$ cat src/rtl/addsub_seq_ctrl.sv
// Byte-serial multi-precision add/subtract sequencer built around one shared
// 8-bit ripple adder; operands arrive and results leave over valid/ready.

module adder8 (
  input  logic [7:0] A,
  input  logic [7:0] B,
  input  logic       c_in,
  output logic [7:0] S,
  output logic       c_out
);
  logic [8:0] w_c;

  always_comb begin
    w_c    = '0;
    S      = '0;
    w_c[0] = c_in;
    for (int unsigned i = 0; i < 8; i++) begin
      S[i]     = A[i] ^ B[i] ^ w_c[i];
      w_c[i+1] = (A[i] & B[i]) | (w_c[i] & (A[i] ^ B[i]));
    end
    c_out = w_c[8];
  end
endmodule

module addsub_seq_ctrl #(
  parameter int WORDS = 4
) (
  input  logic               clk,
  input  logic               rst_n,
  input  logic               in_valid,
  output logic               in_ready,
  input  logic [8*WORDS-1:0] op_a,
  input  logic [8*WORDS-1:0] op_b,
  input  logic               sub,
  input  logic               c_in,
  output logic               out_valid,
  input  logic               out_ready,
  output logic [8*WORDS-1:0] sum,
  output logic               c_out,
  output logic               ovf,
  output logic               zero,
  output logic               busy
);
  localparam int          W    = 8 * WORDS;
  localparam int unsigned IW   = (WORDS > 1) ? $clog2(WORDS) : 1;
  localparam logic [IW-1:0] LAST = IW'(WORDS - 1);

  typedef enum logic [1:0] {
    IDLE = 2'd0,
    RUN  = 2'd1,
    DONE = 2'd2
  } state_t;

  state_t        r_state;
  logic [W-1:0]  r_a;
  logic [W-1:0]  r_b;
  logic [W-1:0]  r_sum;
  logic          r_carry;
  logic [IW-1:0] r_idx;
  logic          r_out_valid;
  logic          r_busy;
  logic          r_c_out;
  logic          r_ovf;
  logic          r_zero;

  logic [7:0]    w_a_byte;
  logic [7:0]    w_b_byte;
  logic [7:0]    w_s;
  logic          w_co;
  logic [W-1:0]  w_sum_next;

  // Byte lane select for the shared adder, and the sum with the current
  // byte merged in so zero can be judged on the fully assembled result.
  always_comb begin
    w_a_byte   = '0;
    w_b_byte   = '0;
    w_sum_next = r_sum;
    for (int unsigned i = 0; i < WORDS; i++) begin
      if (r_idx == IW'(i)) begin
        w_a_byte             = r_a[i*8 +: 8];
        w_b_byte             = r_b[i*8 +: 8];
        w_sum_next[i*8 +: 8] = w_s;
      end
    end
  end

  adder8 u_adder8 (
    .A     (w_a_byte),
    .B     (w_b_byte),
    .c_in  (r_carry),
    .S     (w_s),
    .c_out (w_co)
  );

  always_ff @(posedge clk or negedge rst_n) begin
    if (!rst_n) begin
      r_state     <= IDLE;
      r_a         <= '0;
      r_b         <= '0;
      r_sum       <= '0;
      r_carry     <= 1'b0;
      r_idx       <= '0;
      r_out_valid <= 1'b0;
      r_busy      <= 1'b0;
      r_c_out     <= 1'b0;
      r_ovf       <= 1'b0;
      r_zero      <= 1'b0;
    end else begin
      case (r_state)
        IDLE: begin
          if (in_valid) begin
            r_a     <= op_a;
            r_b     <= sub ? ~op_b : op_b;
            r_carry <= sub ? 1'b1 : c_in;
            r_idx   <= '0;
            r_busy  <= 1'b1;
            r_state <= RUN;
          end
        end
        RUN: begin
          r_sum   <= w_sum_next;
          r_carry <= w_co;
          if (r_idx == LAST) begin
            r_idx       <= '0;
            r_c_out     <= w_co;
            r_ovf       <= (r_a[W-1] == r_b[W-1]) && (w_s[7] != r_a[W-1]);
            r_zero      <= (w_sum_next == '0);
            r_out_valid <= 1'b1;
            r_state     <= DONE;
          end else begin
            r_idx <= r_idx + 1'b1;
          end
        end
        DONE: begin
          if (out_ready) begin
            r_out_valid <= 1'b0;
            r_busy      <= 1'b0;
            r_state     <= IDLE;
          end
        end
        default: r_state <= IDLE;
      endcase
    end
  end

  // Gated by rst_n so the block never advertises readiness while held in reset.
  assign in_ready  = rst_n && (r_state == IDLE);
  assign out_valid = r_out_valid;
  assign busy      = r_busy;
  assign sum       = r_sum;
  assign c_out     = r_c_out;
  assign ovf       = r_ovf;
  assign zero      = r_zero;
endmodule

$ cat config.mk
export PLATFORM = sky130hd
export DESIGN_NAME = addsub_seq_ctrl
export DESIGN_NICKNAME = d
export VERILOG_FILES = /design/src/rtl/addsub_seq_ctrl.sv
export SDC_FILE = /design/constraint.sdc
export NUM_CORES = 1
export LEC_CHECK = 0
export ABC_CLOCK_PERIOD_IN_PS = 7550
export CAP_MARGIN = 15
export CORE_ASPECT_RATIO = 1.5
export CORE_MARGIN = 2
export CORE_UTILIZATION = 40
export DETAILED_ROUTE_END_ITERATION = 16
export PLACE_DENSITY = 0.63
export SYNTH_ARGS = -nofsm -noshare
export SYNTH_HDL_FRONTEND = slang
export SYNTH_SLANG_ARGS = --single-unit
$ cat constraint.sdc
create_clock -name clk -period 7.55 [get_ports clk]
set_input_delay 1.51 -clock clk [delete_from_list [all_inputs] [get_ports clk]]
set_output_delay 1.51 -clock clk [all_outputs]
set_load 0.01 [all_outputs]
# Word level (Yosys, flattened, before mapping)
# Cells that the tools add are included.
# classes
addsub	1
n_mul	0
div	0
magnitude_cmp	0
n_eq_ne	10
shift	0
muxes	28
bitwise_logic	41
n_reduce_logical	14
# op_table
cell	count
2-to-1 mux 8 bit	12
zero test 32 bit	1
2-to-1 mux 32 bit	1
NOT 32 bit	1
AND 1 bit	16
XOR 1 bit	16
2-to-1 mux 2 bit	5
AND reduction 3 bit	3
OR 1 bit	8
equality test 2 bit, second input constant	3
inequality test 2 bit, second input constant	3
one-hot mux 1 bit (2 select lines)	3
one-hot mux 2 bit (3 select lines)	1
AND reduction 2 bit	3
nonzero test 2 bit	3
2-to-1 mux 1 bit	5
equality test 2 x 1 -> 1 bit, second input constant	2
zero test 2 bit	2
one-hot mux 2 bit (2 select lines)	1
adder 2 x 1 -> 2 bit, second input constant	1
logical AND 1 bit	2
equality test 1 bit	1
inequality test 1 bit	1
# totals
reg_bits	106
latchBits	0
ram_bits	0
mem_bits_ro	0
inputBits	70
out_inout_bits	38
memories	0

# Depth between registers and ports, before layout
# Gate-level depths: netlist of run 1.
# depth
word_depth	23
mapped_depth	25
mapped_depth_nobuf	22

# By module
# Synthesis of run 1 repeated with hierarchy kept, for this count alone.
# unflattened
hier_cells	514
area_unflattened_um2	5118.7
# by_module_without_submodules
mod	instances	cells_per_inst	area_per_inst_um2	seq_area_each_um2
addsub_seq_ctrl	1	496	4921.0	2652.5
adder8	1	18	197.7	0.0

# Worst setup path after synthesis of run 1
# No wires, ideal clock.
# synth_timing
path_kind	reg-to-reg
from	register r_idx[0]
to	register r_zero, in the netlist zero
setup_ns	0.066
t_arrival_ns	5.341
required_time_ns	7.484
setup_slack_ns	2.143
stages_incl_launch_ff	26
n_path_buf	3
period_less_slack_ns	5.407
cell_sequence	dfrtp_1 -> inv_1 -> ha_1 -> buf_1 -> buf_2 -> nand3b_1 -> a21oi_1 -> a21oi_1 -> o21ai_1 -> fa_1 -> fa_1 -> inv_1 -> fa_1 -> fa_1 -> inv_1 -> fa_1 -> inv_1 -> fa_1 -> fa_1 -> inv_1 -> fa_1 -> buf_8 -> nor2_1 -> nand4_1 -> a2111oi_0 -> a31o_1
# synth_between
elab_chain_len	23
elab_cells_between_ends	55
# synth_lines
item	line	rtl
start: declaration	59	logic [IW-1:0] r_idx;
start signal: assignment	131	r_idx <= r_idx + 1'b1;
zero test 2 bit	79	if (r_idx == IW'(i)) begin
2-to-1 mux 8 bit (4 in series)	79	
XOR 1 bit	18, 19	
AND 1 bit	19	w_c[i+1] = (A[i] & B[i]) | (w_c[i] & (A[i] ^ B[i]));
OR 1 bit	19	
AND 1 bit	19	
OR 1 bit	19	
AND 1 bit	19	
[... 4 more ...]	n/a	
OR 1 bit	19	
AND 1 bit	19	
OR 1 bit	19	
AND 1 bit	19	
OR 1 bit	19	
XOR 1 bit	18	S[i] = A[i] ^ B[i] ^ w_c[i];
2-to-1 mux 8 bit	79	
zero test 32 bit	127	r_zero <= (w_sum_next == '0);
end signal: assignment	127	
end: declaration	64	logic r_zero;
# Several ways; a longest one is shown, not always the timed one.
# A chain may end at the register's enable or synchronous reset.

# Final worst setup path of run 1
# Ends and elaborated chain as after synthesis.

==> results of run 1 <==
-- area by class of cell --
class	count	area [um^2]
fill	1223	6231
sequential	106	2653
multi-input combinational	404	2371
timing repair buffer	113	1109
clock buffer	10	239.0
tap	159	198.9
clock inverter	5	55.05
inverter	9	33.78
-- worst max-delay path by stage --
stage                     endpoint  slack [ps]  depth (start not counted)
after floorplan               zero        2140                         25
after global placement        zero        1890                         22
after detailed placement      zero        1600                         22
after CTS                     zero        1590                         22
after global routing          zero        1120                         22
final                         zero        1480                         22
-- flip-flops by register name (all words and copies together), names as in the netlist --
| register | flops |
|---|---|
| busy | 1 |
| c_out | 1 |
| out_valid | 1 |
| ovf | 1 |
| r_a | 32 |
| r_b | 32 |
| r_carry | 1 |
| r_idx | 2 |
| r_state | 2 |
| sum | 32 |
| zero | 1 |
-- cell families after synthesis --
logic type	synth area share (%)
AND/OR/NAND/NOR	20.18
flip-flops	50.62
AO/OA/AOI/OAI	11.44
buffers and inverters	4.155
XOR/XNOR	5.349
multiplexers	4.250
adder cells (fa/ha/maj)	4.011
-- metrics by stage --
stage | cells | power [uW] | hold slack [ps] | utilization (%)
4_1_cts | 806 | 3408 | 473.6 | 51.66
3_5_place_dp | 791 | 2942 | 456.9 | 49.38
6_report | 806 | 3407 | 475.3 | 51.66
2_1_floorplan | 557 | 2282 | 437.9 | -
5_1_grt | 806 | 3654 | 518.0 | 51.66
3_3_place_gp | 791 | 2888 | 461.3 | 49.38
-- layer usage --
metal | global-route usage [%] | vias up | part of all wire (%)
met4 | 8.406 | 0 | 2.9
met3 | 3.093 | 22 | 4.2
li1 | - | 2040 | -
met1 | 23.95 | 1951 | 41
met5 | 0 | - | 0
met2 | 33.18 | 128 | 51
-- power by group through the flow --
| stage | combinational [uW] | sequential [uW] | clock, uW |
|---|---|---|---|
| global placement | 1820 | 1070 | 0 |
| CTS | 1870 | 1070 | 469 |
| global route | 2060 | 1090 | 497 |
| finish | 1880 | 1060 | 463 |
| floorplan | 1250 | 1030 | 0 |
| detailed placement | 1870 | 1070 | 0 |
-- critical path: cells and delay by family (launching register included) --
family,cells,cell delay [ps]
adders and majority gates,9,3620
AOI/OAI and AO/OA,5,1160
DFF,1,430
and+or+nand+nor,3,410
buffers and inverters,5,400
-- synthesized netlist by cell type, types with 4 or more instances --
cell / count
inv_1: 8
buf_1: 6
buf_2: 12
o31ai_1: 7
a21oi_1: 57
a221oi_1: 10
nor3_1: 13
fa_1: 8
nand2_1: 136
o21ai_1: 25
clkbuf_1: 17
dfrtp_1: 106
mux2_1: 18
nor2b_1: 20
nor2_1: 37
ha_1: 4
nor4_1: 5
xnor2_1: 32
nand3b_1: 6
==> impl_results.md, run 1 <==
* Outcome: completed
* Area Overhead vs Synth at 27.08%
* Via count at 4,141
* Share of cells above drive strength 1 at 4.637%
* Crit path launch: r_idx[0]
* Antenna-violating nets left at 0
* Hold Startpoint: r_a[3]
* Worst R2R End: zero
* All-layer global routing usage at 19.23%
* Setup Buffers After CTS at 0
* Num Clock Sinks at 106
* CP Cell Sequence: inv_1 > ha_1 > nand3b_1 > a21oi_1 > a21oi_1 > o21ai_1 > fa_1 > fa_1 > inv_1 > fa_1 > fa_1 > inv_1 > fa_1 > inv_1 > fa_1 > fa_1 > inv_1 > fa_1 > nor2_1 > nand4_1 > a2111oi_0 > a31o_1
* Setup slack after layout at 1479 ps
* Vias/cell at 5.138
* Hpwl dp at 9810 um
* Leading area contributor after synthesis: dfrtp_1
* Worst Setup Path Type: register to register
* R2r startpoint: r_idx[0]
* Yosys Warn Count at 0
* Commonest non-fill, non-tap cell in the layout: nand2_1
* Worst path required time at 7830 ps
* Die Y at 144.2 um
* First-pass GRT wire length at 21,160 um
* Max Cap Viol at 0
* Ports at 108
* CTS tree: done
* CP Launch Type: register
* Initial Util at 40.65%
* Largest cells by area after synthesis: dfrtp_1 51%, nand2_1 9.7%, a21oi_1 5.4%
* Reg2reg path depth at 22
* DR DRC count at 0
* EDFF count, synth at 0
* Placement Setup Slack at 1601 ps
* Crit-path max FO at 23
* Sequential share of power at 31.3%
* Hold Path Class: register to register
* GRT overflow at 0
* Slew @ Worst Pin at 889.9 ps
* Relative slew slack at 40.67%
* CP max stage delay at 690 ps
* Synth Flop Type: dfrtp_1
* Flop-to-flop setup slack at 1480 ps
* Vias in the first global route at 4,065
* Hold_buf cts at 0
* Synth Cell Area at 5240 um^2
* Routed length per instance at 16.22 um
* Hold path endpoint: r_a[3]
* Most frequent cells in the layout: 136 x nand2_1, 106 x dfrtp_1, 105 x clkdlybuf4s50_1
* GPL Wtd Cong at 0.8465
* Final setup violation count at 0
* Die area at 14,050 um^2
* Syn_nets at 639
* Largest net degree at the start of global routing at 99
* Combinational cell fraction of total power at 55.2%
* Layout Nets at 725
* Initial antenna violation count at 0
* Crit path time final at 6071 ps
* Fin crit share at 80.41%
* Post-CTS Resized at 0
* Crit end category: register
* Syn Inst Count at 557
* DP Area at 6365 um^2
* Seq/Total Area, Yosys at 50.62%
* Static leakage at 0.002840 uW
* Design area at 6659 um^2
* Die W at 97.45 um
* TritonRoute pass-1 iters at 4
* Final wirelength at 13,070 um
* Crit path arrival time at 6350 ps
* Diodes inserted at 0
* Clock Tree Root: clkbuf_16
* Critical-path cell with the highest stage delay: ha_1
* CTS H-tree depth at 3
* Final hold violations at 0
* Net switching power figure at 1507 uW
* Max VDD drop at 0.2195 mV
* Synth Register Bits at 106
* Yosys cell types at 40
* Drt initial violations at 171
* Cell Rows at 51
* Final max-slew violation count at 0
* Syn avg cell area at 9.408 um^2
* CORE AREA at 12,890 um^2
* Hold depth at 2
* CTS buffer count at 9
* Worst-path clk slew at 70 ps
* Unrepaired setup endpoints after global routing: no
* Cell Pwr Density at 511.7 nW/um^2
* Sum Neg Setup Slack at 0 ps
* Worst-skew pair later-pin latency at 340 ps
* Number of buffers added on ports at 107
* Fmax at 164.7 MHz
* Most used cell, CP: fa_1
* Clk buf depth at 2
* Int Pwr at 1901 uW
* Switching Fraction at 44.22%
* Top cell type's share of synthesized area at 50.62%
* Clk pwr share at 13.6%
* Asr flop ratio synth at 100.0%
* Worst Skew at 7.536 ps
No activity file was read; power rests on OpenSTA's default activity.
==> run 2, diff against run 1 <==
--- a/config.mk
+++ b/config.mk
@@ -5,13 +5,13 @@
 export SDC_FILE = /design/constraint.sdc
 export NUM_CORES = 1
 export LEC_CHECK = 0
-export ABC_CLOCK_PERIOD_IN_PS = 7550
+export ABC_CLOCK_PERIOD_IN_PS = 5500
 export CAP_MARGIN = 15
 export CORE_ASPECT_RATIO = 1.5
 export CORE_MARGIN = 2
 export CORE_UTILIZATION = 40
 export DETAILED_ROUTE_END_ITERATION = 16
-export PLACE_DENSITY = 0.63
+export PLACE_DENSITY = 0.65
 export SYNTH_ARGS = -nofsm -noshare
 export SYNTH_HDL_FRONTEND = slang
 export SYNTH_SLANG_ARGS = --single-unit
==> constraint.sdc (replaced) <==
create_clock -name clk -period 5.5 [get_ports clk]
set_input_delay 1.1 -clock clk [delete_from_list [all_inputs] [get_ports clk]]
set_output_delay 1.1 -clock clk [all_outputs]
set_load 0.01 [all_outputs]
==> impl_results.md, run 2 (synthesis results as in run 1) <==
* Outcome: completed
* Cell Rows at 51
* Fmax at 191.3 MHz
* Drt initial violations at 165
* Layout Nets at 732
* Hold depth at 2
* Share of cells above drive strength 1 at 6.718%
* Reg2reg path depth at 22
* Worst-path clk slew at 70 ps
* Hold Path Class: register to register
* GPL Wtd Cong at 0.8829
* Unrepaired setup endpoints after global routing: no
* Die Y at 144.2 um
* Worst Skew at 9.431 ps
* Most used cell, CP: fa_1
* Commonest non-fill, non-tap cell in the layout: nand2_1
* CP max stage delay at 480 ps
* Worst Setup Path Type: register to register
* Clock Tree Root: clkbuf_16
* Crit path launch: r_idx[1]
* Initial antenna violation count at 0
* Most frequent cells in the layout: 136 x nand2_1, 105 x dfrtp_1, 105 x clkdlybuf4s50_1
* Fin crit share at 95.03%
* Slew @ Worst Pin at 870.1 ps
* CP bufs+invs at 5
* Hpwl dp at 10,070 um
* Fill count at 1,237
* CP Launch Type: register
* Cell Pwr Density at 714.8 nW/um^2
* Ports at 108
* Max VDD drop at 0.4230 mV
* Worst-skew pair later-pin latency at 340 ps
* Static leakage at 0.002877 uW
* Max Cap Viol at 0
* Routed length per instance at 16.52 um
* Vias/cell at 5.193
* CORE AREA at 12,890 um^2
* Clk buf depth at 2
* TritonRoute pass-1 iters at 4
* CP Cell Sequence: inv_1 > ha_2 > nand3b_1 > a21oi_1 > a21oi_1 > o21ai_1 > fa_1 > fa_1 > inv_1 > fa_1 > fa_1 > inv_1 > fa_1 > inv_1 > fa_1 > fa_1 > inv_1 > fa_2 > nor2_1 > nand4_1 > a2111oi_4 > a31o_1
* Final max-slew violation count at 0
* Relative slew slack at 41.99%
* CTS buffer count at 9
* Total power draw at 4845 uW
* Diodes inserted at 0
* Area Overhead vs Synth at 29.35%
* Hold Startpoint: r_a[30]
* CTS H-tree depth at 3
* WHS at 489.9 ps
* Sum Neg Setup Slack at 0 ps
* R2r startpoint: r_idx[1]
* Largest net degree at the start of global routing at 57
* Crit-path max FO at 7
* DR DRC count at 0
* Crit path time final at 5227 ps
* Via count at 4,227
* Hold path endpoint: r_a[30]
* Worst R2R End: zero
* Die W at 97.45 um
* DP Area at 6410 um^2
* Critical-path cell with the highest stage delay: fa_2
* GRT overflow at 0
* Number of buffers added on ports at 107
* Worst path required time at 5790 ps
* Final hold violations at 0
* Initial Util at 40.65%
* Hold_buf cts at 0
* Design area at 6778 um^2
* Flop-to-flop setup slack at 270 ps
* Final wirelength at 13,450 um
* Die area at 14,050 um^2
* Crit path arrival time at 5510 ps
* CTS tree: done
* Vias in the first global route at 4,261
* Num Clock Sinks at 106
* Antenna-violating nets left at 0
* Top delay family on crit path: adder cells
* Final setup violation count at 0
* All-layer global routing usage at 19.56%
* Crit end category: register
* First-pass GRT wire length at 21,630 um
==> run 2: final cells by class <==
type | instances | area, um^2 | share of cell area, %
clock buffers | 12 | 256.5 | 3.784
repair buffers | 120 | 1169 | 17.24
flip-flops and latches | 106 | 2654 | 39.15
multi-input cells | 404 | 2416 | 35.65
inverters | 9 | 33.78 | 0.4984
clock inverters | 4 | 50.05 | 0.7384
well taps | 159 | 198.9 | 2.935
==> run 2: worst max-delay path by stage <==
stage	slack, ps	cells after the start	end
4_1_cts	90	22	zero
3_3_place_gp	300	21	zero
5_1_grt	10	22	zero
6_report	270	22	zero
2_1_floorplan	90	25	zero
3_5_place_dp	120	21	zero
==> run 2: repair_timing <==
item | CTS | global route
resized for setup | 0 | 12
buffers inserted | 0 | 1
setup endpoints to repair | 0 | 1
==> run 2: metal layers <==
metal	wire (um)	track usage, %	share of wire [%]
met1	5225	22.64	39
met2	7270	35.68	54
met3	562	2.127	4.2
met4	393	10.16	2.9
met5	0	0	0
==> run 2: tightest hold or removal path, stage by stage, from the launching register on <==
cell and delay (ps):
dfrtp_1 350, nand2_1 50, nand2_1 60
==> run 2: stage by stage <==
step           util, %  cells  setup WS, ps
6_report         52.58    814         273.3
4_1_cts          52.11    813         94.54
3_3_place_gp     49.73    797         304.9
3_5_place_dp     49.73    797         123.0
5_1_grt          52.58    814         9.548
2_1_floorplan        -    557         92.98
==> run 2: where the power goes <==
group	total, uW	internal, uW	switching, uW	leakage [uW]
clock	657	377	279	0.000145
combinational	2740	1190	1550	0.00147
sequential	1450	1160	286	0.00127
total	4850	2730	2120	0.00288
==> run 3, diff against run 2 <==
--- a/config.mk
+++ b/config.mk
@@ -9,9 +9,9 @@
 export CAP_MARGIN = 15
 export CORE_ASPECT_RATIO = 1.5
 export CORE_MARGIN = 2
-export CORE_UTILIZATION = 40
+export CORE_UTILIZATION = 47
 export DETAILED_ROUTE_END_ITERATION = 16
-export PLACE_DENSITY = 0.65
+export PLACE_DENSITY = 0.75
 export SYNTH_ARGS = -nofsm -noshare
 export SYNTH_HDL_FRONTEND = slang
 export SYNTH_SLANG_ARGS = --single-unit
==> impl_results.md, run 3 (synthesis results as in run 1) <==
* Commonest non-fill, non-tap cell in the layout: nand2_1
* Slew @ Worst Pin at 943.8 ps
* Fin crit share at 95.75%
* Placement Setup Slack at 130.7 ps
* Vias in the first global route at 4,287
* DP Area at 6417 um^2
* Diodes inserted at 0
* Initial Util at 47.91%
* Cell Rows at 47
* Hold Path Class: register to register
* Final wirelength at 13,060 um
* Outcome: completed
* Final setup violation count at 0
* Hold Startpoint: r_a[6]
* Fin util at 61.86%
* Via count at 4,274
* Number of buffers added on ports at 107
* Num Clock Sinks at 106
* Fmax at 189.9 MHz
* Total power draw at 4865 uW
* Crit path launch: r_idx[1]
* Layout Nets at 738
* Share of cells above drive strength 1 at 7.564%
* Worst-skew pair later-pin latency at 340 ps
* CP Launch Type: register
* Relative slew slack at 37.08%
* First-pass GRT wire length at 21,220 um
* Setup crit end: zero
* Clk buf depth at 2
* Die W at 90.21 um
* GRT overflow at 0
* Worst Skew at 6.936 ps
* CTS tree: done
* Static leakage at 0.002889 uW
* Sum Neg Setup Slack at 0 ps
* Max VDD drop at 0.4124 mV
* CTS buffer count at 9
* All-layer global routing usage at 22.38%
* DR DRC count at 0
* Die area at 12,030 um^2
* Die Y at 133.3 um
* CORE AREA at 10,940 um^2
* Crit path time final at 5266 ps
* Drt initial violations at 185
* CTS H-tree depth at 3
* Initial antenna violation count at 0
* Final hold violations at 0
* Worst-path clk slew at 70 ps
* Largest net degree at the start of global routing at 58
* Routed length per instance at 16.16 um
* GPL Wtd Cong at 0.8310
* Cell Pwr Density at 719.0 nW/um^2
* Hpwl dp at 9781 um
* Reg2reg path depth at 22
* Antenna-violating nets left at 0
* Crit end category: register
* Setup slack after layout at 233.9 ps
* Worst Setup Path Type: register to register
* Crit path arrival time at 5550 ps
* R2r startpoint: r_idx[1]
* Crit-path max FO at 7
* Ports at 108
* Vias/cell at 5.290
* Worst R2R End: zero
* Clock Tree Root: clkbuf_16
* Max Cap Viol at 0
* Area Overhead vs Synth at 29.13%
* Worst path required time at 5790 ps
* Most frequent cells in the layout: 136 x nand2_1, 106 x dfrtp_1, 105 x clkdlybuf4s50_1
* Final max-slew violation count at 0
* Design area at 6766 um^2
* Flop-to-flop setup slack at 230 ps
* Fill count at 948
* TritonRoute pass-1 iters at 4
[run 3: changes by cell type in the layout (fill, tap and decap cells not counted), sizes merged]
cell and change:
clkinvlp +1, buf +6, clkinv -1
[run 3: per-layer routing]
layer,wire (um),up-vias,part of all wire [%],global-route usage [%]
met5,0,-,0,0
met4,467,0,3.6,11.11
met3,454,28,3.5,3.337
met2,7094,126,54,40.56
met1,5043,2061,39,25.67
li1,-,2059,-,-
[run 3: cell type report]
type / instances / area (um^2) / share of cell area [%]
clock buffers: 12 / 236.5 / 3.495
multi-input cells: 404 / 2401 / 35.48
flip-flops and latches: 106 / 2653 / 39.20
well taps: 147 / 183.9 / 2.718
clock inverters: 4 / 52.55 / 0.7766
repair buffers: 126 / 1206 / 17.83
inverters: 9 / 33.78 / 0.4993
[run 3: power by group]
part,switching (uW),internal [uW]
Sequential,292,1160
Clock,275,354
Combinational,1550,1230
[run 3: worst min-delay path by stage]
stage	end	slack, ps	cells after the start
after floorplan	r_a[2]	440	2
after global placement	r_a[6]	450	2
after detailed placement	r_a[5]	460	2
after CTS	r_a[5]	480	2
after global routing	r_a[6]	490	2
final	r_a[6]	480	2
[run 3: through the flow]
step / instances / hold WS (ps)
after floorplan: 557 / 437.9
after global placement: 788 / 454.2
after detailed placement: 788 / 458.9
after CTS: 804 / 479.3
after global routing: 808 / 494.5
final: 808 / 480.5
[run 3: critical path, cell delays in order (launching register included)]
cell,delay [ps]
dfrtp_1,380
inv_1,90
ha_2,210
nand3b_1,160
a21oi_1,150
a21oi_1,50
o21ai_1,180
fa_2,250
fa_1,180
inv_1,50
fa_1,440
fa_1,420
inv_1,90
fa_1,190
inv_1,60
fa_1,450
fa_1,420
inv_1,90
fa_2,480
nor4bb_1,320
nand4_1,170
a21oi_1,200
a31o_1,160
[run 3: what timing repair did]
action,in CTS,in global routing
hold buffers,0,0
buffers inserted,0,4
gates resized for setup,0,10
setup endpoints to repair,0,1
